File: config.mk
export PLATFORM = sky130hd
export DESIGN_NAME = reg_file_4x4
export DESIGN_NICKNAME = d
export VERILOG_FILES = /design/src/rtl/reg_file_4x4.sv
export SDC_FILE = /design/constraint.sdc
export NUM_CORES = 1
export LEC_CHECK = 0
export ABC_AREA = 1
export CAP_MARGIN = 10
export CORE_MARGIN = 10
export CORE_UTILIZATION = 35
export DETAILED_ROUTE_END_ITERATION = 6
export MAX_ROUTING_LAYER = met4
export SLEW_MARGIN = 20
export SYNTH_ARGS = -nofsm -noshare
export SYNTH_HDL_FRONTEND = slang
export SYNTH_SLANG_ARGS = --single-unit
File: constraint.sdc
create_clock -name clk -period 1.41 [get_ports clk]
set_clock_uncertainty 0.15 [all_clocks]
set_input_delay 0.3525 -clock clk [delete_from_list [all_inputs] [get_ports clk]]
set_output_delay 0.3525 -clock clk [all_outputs]
set_load 0.01 [all_outputs]
File: src/rtl/reg_file_4x4.sv
// Register file with one synchronous write port and two combinational read ports (A, B).
// Optional write-through bypass on both read ports when REG_FILE_BYPASS_EN is defined.
module reg_file_4x4 #(
  parameter int unsigned DATA_W   = 4,
  parameter int unsigned ADDR_W   = 2,
  parameter int unsigned NUM_REGS = 4
) (
  input  logic              clk,
  input  logic              rst,
  input  logic [ADDR_W-1:0] SEL_A,
  input  logic [ADDR_W-1:0] SEL_B,
  input  logic              write_en,
  input  logic [ADDR_W-1:0] SEL_W,
  input  logic [DATA_W-1:0] DATA_IN,
  output logic [DATA_W-1:0] OUT_A,
  output logic [DATA_W-1:0] OUT_B
);

  logic [DATA_W-1:0] regs_q [NUM_REGS];
  logic [DATA_W-1:0] regs_d [NUM_REGS];

  always_comb begin
    regs_d = regs_q;
    if (write_en) begin
      regs_d[SEL_W] = DATA_IN;
    end
  end

  // Reset dominates any pending write.
  always_ff @(posedge clk or posedge rst) begin
    if (rst) begin
      for (int i = 0; i < int'(NUM_REGS); i++) begin
        regs_q[i] <= '0;
      end
    end else begin
      regs_q <= regs_d;
    end
  end

  always_comb begin
    OUT_A = regs_q[SEL_A];
    OUT_B = regs_q[SEL_B];
`ifdef REG_FILE_BYPASS_EN
    // Forward the in-flight write so readers see it before the edge.
    if (write_en && !rst && (SEL_A == SEL_W)) begin
      OUT_A = DATA_IN;
    end
    if (write_en && !rst && (SEL_B == SEL_W)) begin
      OUT_B = DATA_IN;
    end
`endif
  end

endmodule

==> results of run 1 <==
[per-layer routing]
| metal | global-route usage | vias to the layer above | part of all wire | routed length [um] |
|---|---|---|---|---|
| met5 | - | - | 0 | 0 |
| met4 | 0.06004 | 0 | 0.027 | 75 |
| met3 | 0.02423 | 4 | 0.061 | 171 |
| met2 | 0.1667 | 36 | 0.44 | 1243 |
| met1 | 0.1259 | 464 | 0.47 | 1310 |
| li1 | - | 570 | - | - |
[tightest hold or removal path: stages]
cell	delay [ps]
clkdlybuf4s50_1	390
inv_1	50
buf_4	220
[through the flow]
stage	instance area (um2)	hold WS, ps	setup slack [ps]
2_1_floorplan	1007	116.2	54.29
3_3_place_gp	1364	312.9	-910.4
3_5_place_dp	1364	337.7	-908.0
4_1_cts	1415	219.7	-180.8
5_1_grt	1521	250.4	-219.3
6_report	1521	216.4	-163.5
[area by class of cell]
| class | instances | share of cell area |
|---|---|---|
| Clock buffer | 3 | 0.01480 |
| Inverter | 27 | 0.07155 |
| Multi-Input combinational cell | 104 | 0.3536 |
| Sequential cell | 16 | 0.2632 |
| Tap cell | 31 | 0.02549 |
| Timing Repair Buffer | 48 | 0.2714 |
[power breakdown]
group,internal (mW),switching (mW),leakage (nW)
Sequential,0.532,0.0555,0.200
Clock,0.0989,0.126,0.0138
Combinational,0.298,0.284,0.640
[worst max-delay path by stage]
stage	endpoint	cells past startpoint	slack, ps
2_1_floorplan	OUT_A[0]	5	50
3_3_place_gp	OUT_A[0]	5	-910
3_5_place_dp	OUT_A[0]	5	-910
4_1_cts	OUT_A[1]	5	-180
5_1_grt	OUT_A[1]	5	-220
6_report	OUT_A[1]	5	-160
[cell families (layout without fill, tap and decap cells)]
| logic type | count (synthesis) | count (layout) | share of synthesized area |
|---|---|---|---|
| and+or+nand+nor | 100 | 100 | 0.4547 |
| DFF | 16 | 16 | 0.3975 |
| buffers and inverters | 31 | 78 | 0.1279 |
| AOI/OAI and AO/OA | 4 | 4 | 0.01988 |
[placed cells by master (no fill, tap or decap), drive strengths merged]
cell type	n
clkdlybuf4s15	2
clkbuf	4
nand4	12
dlymetal6s2s	1
buf	36
nand3	20
dlygate4sd2	1
inv	27
nand2	68
clkdlybuf4s50	7
o21ai	4
dfrtp	16
[timing repair]
action                                 in CTS  in global routing
gates resized for setup                    61                 26
setup endpoints to repair                   8                  9
endpoints found under the hold margin       0                  0
setup buffers                               5                  6
pin swaps                                  13                  9
==> impl_metrics.csv, run 1 <==
group,metric,value,unit
final_layout,diodes,0,
routing,drc,0,
cts,cts_root_buf,"clkbuf_4",
final_layout,drive_above_1_share,0.4293,
timing,fmax,635.5,MHz
final_layout,nets,213,
worst_setup_path,startpoint,"regs_q[9]$_DFFE_PP0P_",
cts,cts_hold_buf,0,
final_layout,final_cell_count_no_fill,229,
worst_setup_path,crit_buf_inv,2,
synthesis,ys_seq_area_frac,0.3975,
synthesis,synth_top_area_frac,0.3975,
worst_setup_path,cp_slowest_stage_delay,410,ps
global_route,grt_max_degree,17,
synthesis,syn_nets,164,
worst_setup_path,arrival,1070,ps
final_layout,multi_input_area,538.0,um2
power_and_ir_drop,peakVddDrop,0.6187,mV
final_layout,reg_top3,"regs_q x16",
power_and_ir_drop,power_density,916.0,mW/mm2
timing,worst_pin_slew,326.2,ps
power_and_ir_drop,power.leakage,0.8530,nW
synthesis,synthCells,151,
worst_setup_path,cpMostUsedCell,"nand2_2",
timing,rsz0062_at_grt,"yes",
synthesis,synth.avg_cell_area,6.670,um2
routing,drtAntennaViolNets,0,
synthesis,ys.warnings.count,0,
timing,fin_crit,1574,ps
global_route,grt_pass1_vias,1073,
floorplan,rows,19,
global_route,grt.overflow.total,0,
cts,cts_max_level,1,
synthesis,yosys.area.top_type,"dfrtp_1",
place,gp_congestion,0.9515,
timing,setup_ws,-163.5,ps
job,maxCapViolations,0,
final_layout,area_delta_synth_final,51.06,%
outcome,outcome,"finished, violations left",
global_route,grt_pass1_wl,4643,um
worst_setup_path,path_delay_family,"flip-flops",
synthesis,netlist_area,0.001007,mm2
cts,numCtsBuffers,3,
global_route,grt_use_total,0.1078,
cts,clk_latency,270,ps
synthesis,synth_edf_count,0,
worst_setup_path,crit-reg2reg-launch,"regs_q[8]$_DFFE_PP0P_",
timing,slew_headroom,0.7822,
place,dpl.hpwl,2204,um
floorplan,die_area,0.005424,mm2
timing,final-setup-viol-count,8,
final_layout,fin_util,0.5517,
synthesis,ys_seq_elements,16,
cts,clock_sinks,16,
synthesis,async_flop_share,1.000,
place,port_buffers,20,
synthesis,synth_most_common_cell,"nand2_1",
worst_setup_path,critPathSlowestCell,"dfrtp_1",
worst_setup_path,r2r_slack,300,ps
worst_setup_path,cp_cell_sequence,"inv_2 -> nand2_2 -> nand3_2 -> nand2_2 -> buf_6",
cts,cts_tree,"yes",
power_and_ir_drop,p_total,1.394,mW
worst_setup_path,r2r_end,"regs_q[8]$_DFFE_PP0P_",
routing,avgViaCountPerCell,4.690,
routing,wl_per_cell,12.22,um
final_layout,nFillCells,274,
worst_setup_path,worstPathRequired,910,ps
timing,finalSetupTns,-1159,ps
synthesis,synthFlopType,"dfrtp_1",
floorplan,die_h,73.65,um
worst_setup_path,endpoint_kind,"primary output",
floorplan,io_pins,21,
final_layout,largest_reg_flops,16,
hold_path,hold_path.class,"in2async",
worst_setup_path,crit_path_start_kind,"flip-flop",
final_layout,regArea,400.4,um2
floorplan,coreArea,0.002758,mm2
routing,vias,1074,
synthesis,yosys.cell_types.count,11,
timing,slew_violations,0,
global_route,antenna_found_initial,0,
worst_setup_path,rr_worst_depth,5,
cts,clockBufferDepth,2,
routing,drt_iter0_markers,123,
timing,finalHoldViolCount,0,
floorplan,die_x,73.65,um
worst_setup_path,crit_type,"reg2out",
final_layout,regMostFlops,"regs_q",
worst_setup_path,path_max_fanout,2,
routing,routed_wl,2799,um
routing,firstDrtPassIters,4,
synthesis,synthTopCellsByCount,"nand2_1 (68), inv_1 (25), dfrtp_1 (16), nand3_1 (16), nand4_1 (12)",
synthesis,synth_area_leaders,"dfrtp_1 (40%), nand2_1 (25%), inv_1 (9.3%)",
floorplan,floorplan.initialDensity,0.3652,
timing,finalCritPeriodShare,1.116,
place,place_inst,215,
cts,clkSlewWorstSetupHoldPaths,80,ps
outcome,violations,"setup timing",
Power figures use the tool's default switching activity.
==> inputs of run 2 (changes only) <==
==> constraint.sdc (replaced) <==
create_clock -name clk -period 2 [get_ports clk]
set_clock_uncertainty 0.15 [all_clocks]
set_input_delay 0.5 -clock clk [delete_from_list [all_inputs] [get_ports clk]]
set_output_delay 0.5 -clock clk [all_outputs]
set_load 0.01 [all_outputs]
==> run 2 against run 1 <==
The flow now finishes without violations; routed wire length decreased by 4.3%; final cell count decreased by 10%; count of clock-buffer cells in the layout unchanged; clock power decreased by 24%; sequential cell count unchanged; via count decreased by 6.9%; register-to-register slack improved by 920 ps.
==> impl_metrics.csv, run 2 (synthesis gave the netlist of run 1 again) <==
group,metric,value,unit
outcome,outcome,"complete, no violations",
global_route,grt_use_total,0.1036,
final_layout,fin_util,0.4519,
routing,vias,1000,
place,dpl_cell_area,0.001261,mm2
floorplan,die_x,73.65,um
final_layout,area_delta_synth_final,23.73,%
floorplan,io_pins,21,
power_and_ir_drop,power_density,675.7,mW/mm2
routing,routed_wl,2680,um
power_and_ir_drop,pwr-share-clk,0.203,
power_and_ir_drop,switchingPower,0.2936,mW
final_layout,final_common_cell,"nand2_1",
cts,cts_max_level,1,
worst_setup_path,crit_buf_inv,3,
final_layout,nets,190,
final_layout,drive_above_1_share,0.1371,
worst_setup_path,critPathSlowestCell,"dlygate4sd2_1",
power_and_ir_drop,internal_power,0.5485,mW
global_route,grtUsageMet3,0.02153,
worst_setup_path,r2r_slack,1220,ps
timing,finalSetupTns,0,ps
global_route,top_usage_layer,"met2",
worst_setup_path,r2r_end,"regs_q[1]$_DFFE_PP0P_",
place,gp_congestion,0.9737,
global_route,use_met1,0.1251,
worst_setup_path,crit-reg2reg-launch,"regs_q[1]$_DFFE_PP0P_",
hold_path,worstHoldStart,"regs_q[14]$_DFFE_PP0P_",
cts,cts_tree,"yes",
worst_setup_path,cpMostUsedCell,"nand2_1",
final_layout,nFillCells,314,
routing,firstDrtPassIters,4,
global_route,antenna_found_initial,0,
worst_setup_path,path_max_fanout,8,
global_route,gr-usage-met2,0.1563,
cts,cts_root_buf,"clkbuf_4",
timing,hold_slack,332.8,ps
final_layout,final_cell_mix,"nand2_1 (68), inv_1 (23), nand3_1 (16), dfrtp_1 (16), nand4_1 (12)",
final_layout,regMostFlops,"regs_q",
worst_setup_path,cp_cell_sequence,"dlygate4sd2_1 -> buf_6 -> nand2_1 -> nand3_1 -> nand2_1 -> buf_2",
final_layout,diodes,0,
global_route,grt_pass1_vias,987,
cts,clockBufferDepth,2,
worst_setup_path,crit_type,"in2out",
cts,clkSlewWorstSetupHoldPaths,90,ps
power_and_ir_drop,power.leakage,0.7196,nW
power_and_ir_drop,p_comb_frac,0.316,
cts,clock_sinks,16,
routing,wl_per_cell,13.01,um
worst_setup_path,worstPathRequired,1350,ps
global_route,grt_pass1_wl,4429,um
job,maxCapViolations,0,
hold_path,hold_end,"regs_q[14]$_DFFE_PP0P_",
floorplan,die_area,0.005424,mm2
worst_setup_path,path_delay_family,"buffers and inverters",
place,preCtsSetupSlack,-585.1,ps
cts,clk_latency,290,ps
routing,drtAntennaViolNets,0,
timing,slew_headroom,0.7431,
place,place_inst,203,
worst_setup_path,endpoint_kind,"primary output",
timing,rsz0062_at_grt,"no",
power_and_ir_drop,swShare,0.3486,
cts,numCtsBuffers,3,
routing,drt_iter0_markers,85,
timing,slew_violations,0,
worst_setup_path,crit_path_start_kind,"primary input",
place,port_buffers,20,
final_layout,reg_top3,"regs_q x16",
worst_setup_path,cp_slowest_stage_delay,260,ps
timing,fin_crit,1927,ps
floorplan,coreArea,0.002758,mm2
floorplan,die_h,73.65,um
timing,fmax,518.8,MHz
power_and_ir_drop,pwr-share-seq,0.481,
floorplan,floorplan.initialDensity,0.3652,
floorplan,rows,19,
hold_path,hold_path.class,"reg2reg",
timing,finalHoldViolCount,0,
hold_path,min_delay_path_depth,2,
place,dpl.hpwl,2143,um
global_route,grt_max_degree,17,
power_and_ir_drop,peakVddDrop,0.5371,mV
routing,avgViaCountPerCell,4.854,
timing,finalCritPeriodShare,0.9637,
routing,drc,0,
worst_setup_path,arrival,1280,ps
timing,worst_pin_slew,384.2,ps
global_route,grt.overflow.total,0,
worst_setup_path,startpoint,"SEL_A[0]",
worst_setup_path,rr_worst_depth,2,
final_layout,stdcell_area,0.001246,mm2
timing,final-setup-viol-count,0,
final_layout,final_cell_count_no_fill,206,
final_layout,largest_reg_flops,16,
cts,cts_hold_buf,0,
power_and_ir_drop,p_total,0.8421,mW
timing,setup_ws,72.62,ps
run 2: changes by cell type in the layout (fill, tap and decap cells not counted), sizes merged:
| cell | change |
|---|---|
| dlymetal6s2s | -1 |
| buf | -25 |
| dlygate4sd2 | +3 |
| clkdlybuf4s15 | -2 |
| clkdlybuf4s50 | +1 |
| clkbuf | +1 |
run 2: timing repair:
item                                    CTS  global route
buffers inserted                          0             0
resized for setup                        32             6
endpoints found under the setup margin    8             6
run 2: layer usage:
metal  vias to the layer above  wire length (um)  part of all wire
li1                        527                 -                 -
met1                       440              1366              0.51
met2                        29              1140              0.43
met3                         4               129             0.048
met4                         0                43             0.016
met5                         -                 0                 0
run 2: worst max path at each step:
stage,end,slack [ps],cells after the start
after floorplan,OUT_A[0],350,5
after global placement,OUT_A[0],-610,6
after detailed placement,OUT_A[2],-590,6
after CTS,OUT_B[2],6,6
after global routing,OUT_A[2],30,6
final,OUT_A[2],70,6
run 2: area by class of cell:
type	instances	area (um2)	share of cell area
timing repair buffer	25	200.2	0.1606
sequential	16	400.4	0.3213
tap	31	38.79	0.03112
clock buffer	3	22.52	0.01807
multi-input combinational	104	478.0	0.3835
inverter	27	106.4	0.08534
run 2: power by group through the flow:
stage	sequential (mW)	clock [mW]	combinational (mW)
final	0.405	0.171	0.266
after global routing	0.411	0.185	0.302
after CTS	0.404	0.174	0.280
after detailed placement	0.411	0	0.293
after global placement	0.408	0	0.292
after floorplan	0.401	0	0.168
run 2: worst register-to-register path: stages, from the launching register on:
cell and delay, ps:
dfrtp_1 400, nand2_1 70, o21ai_1 60
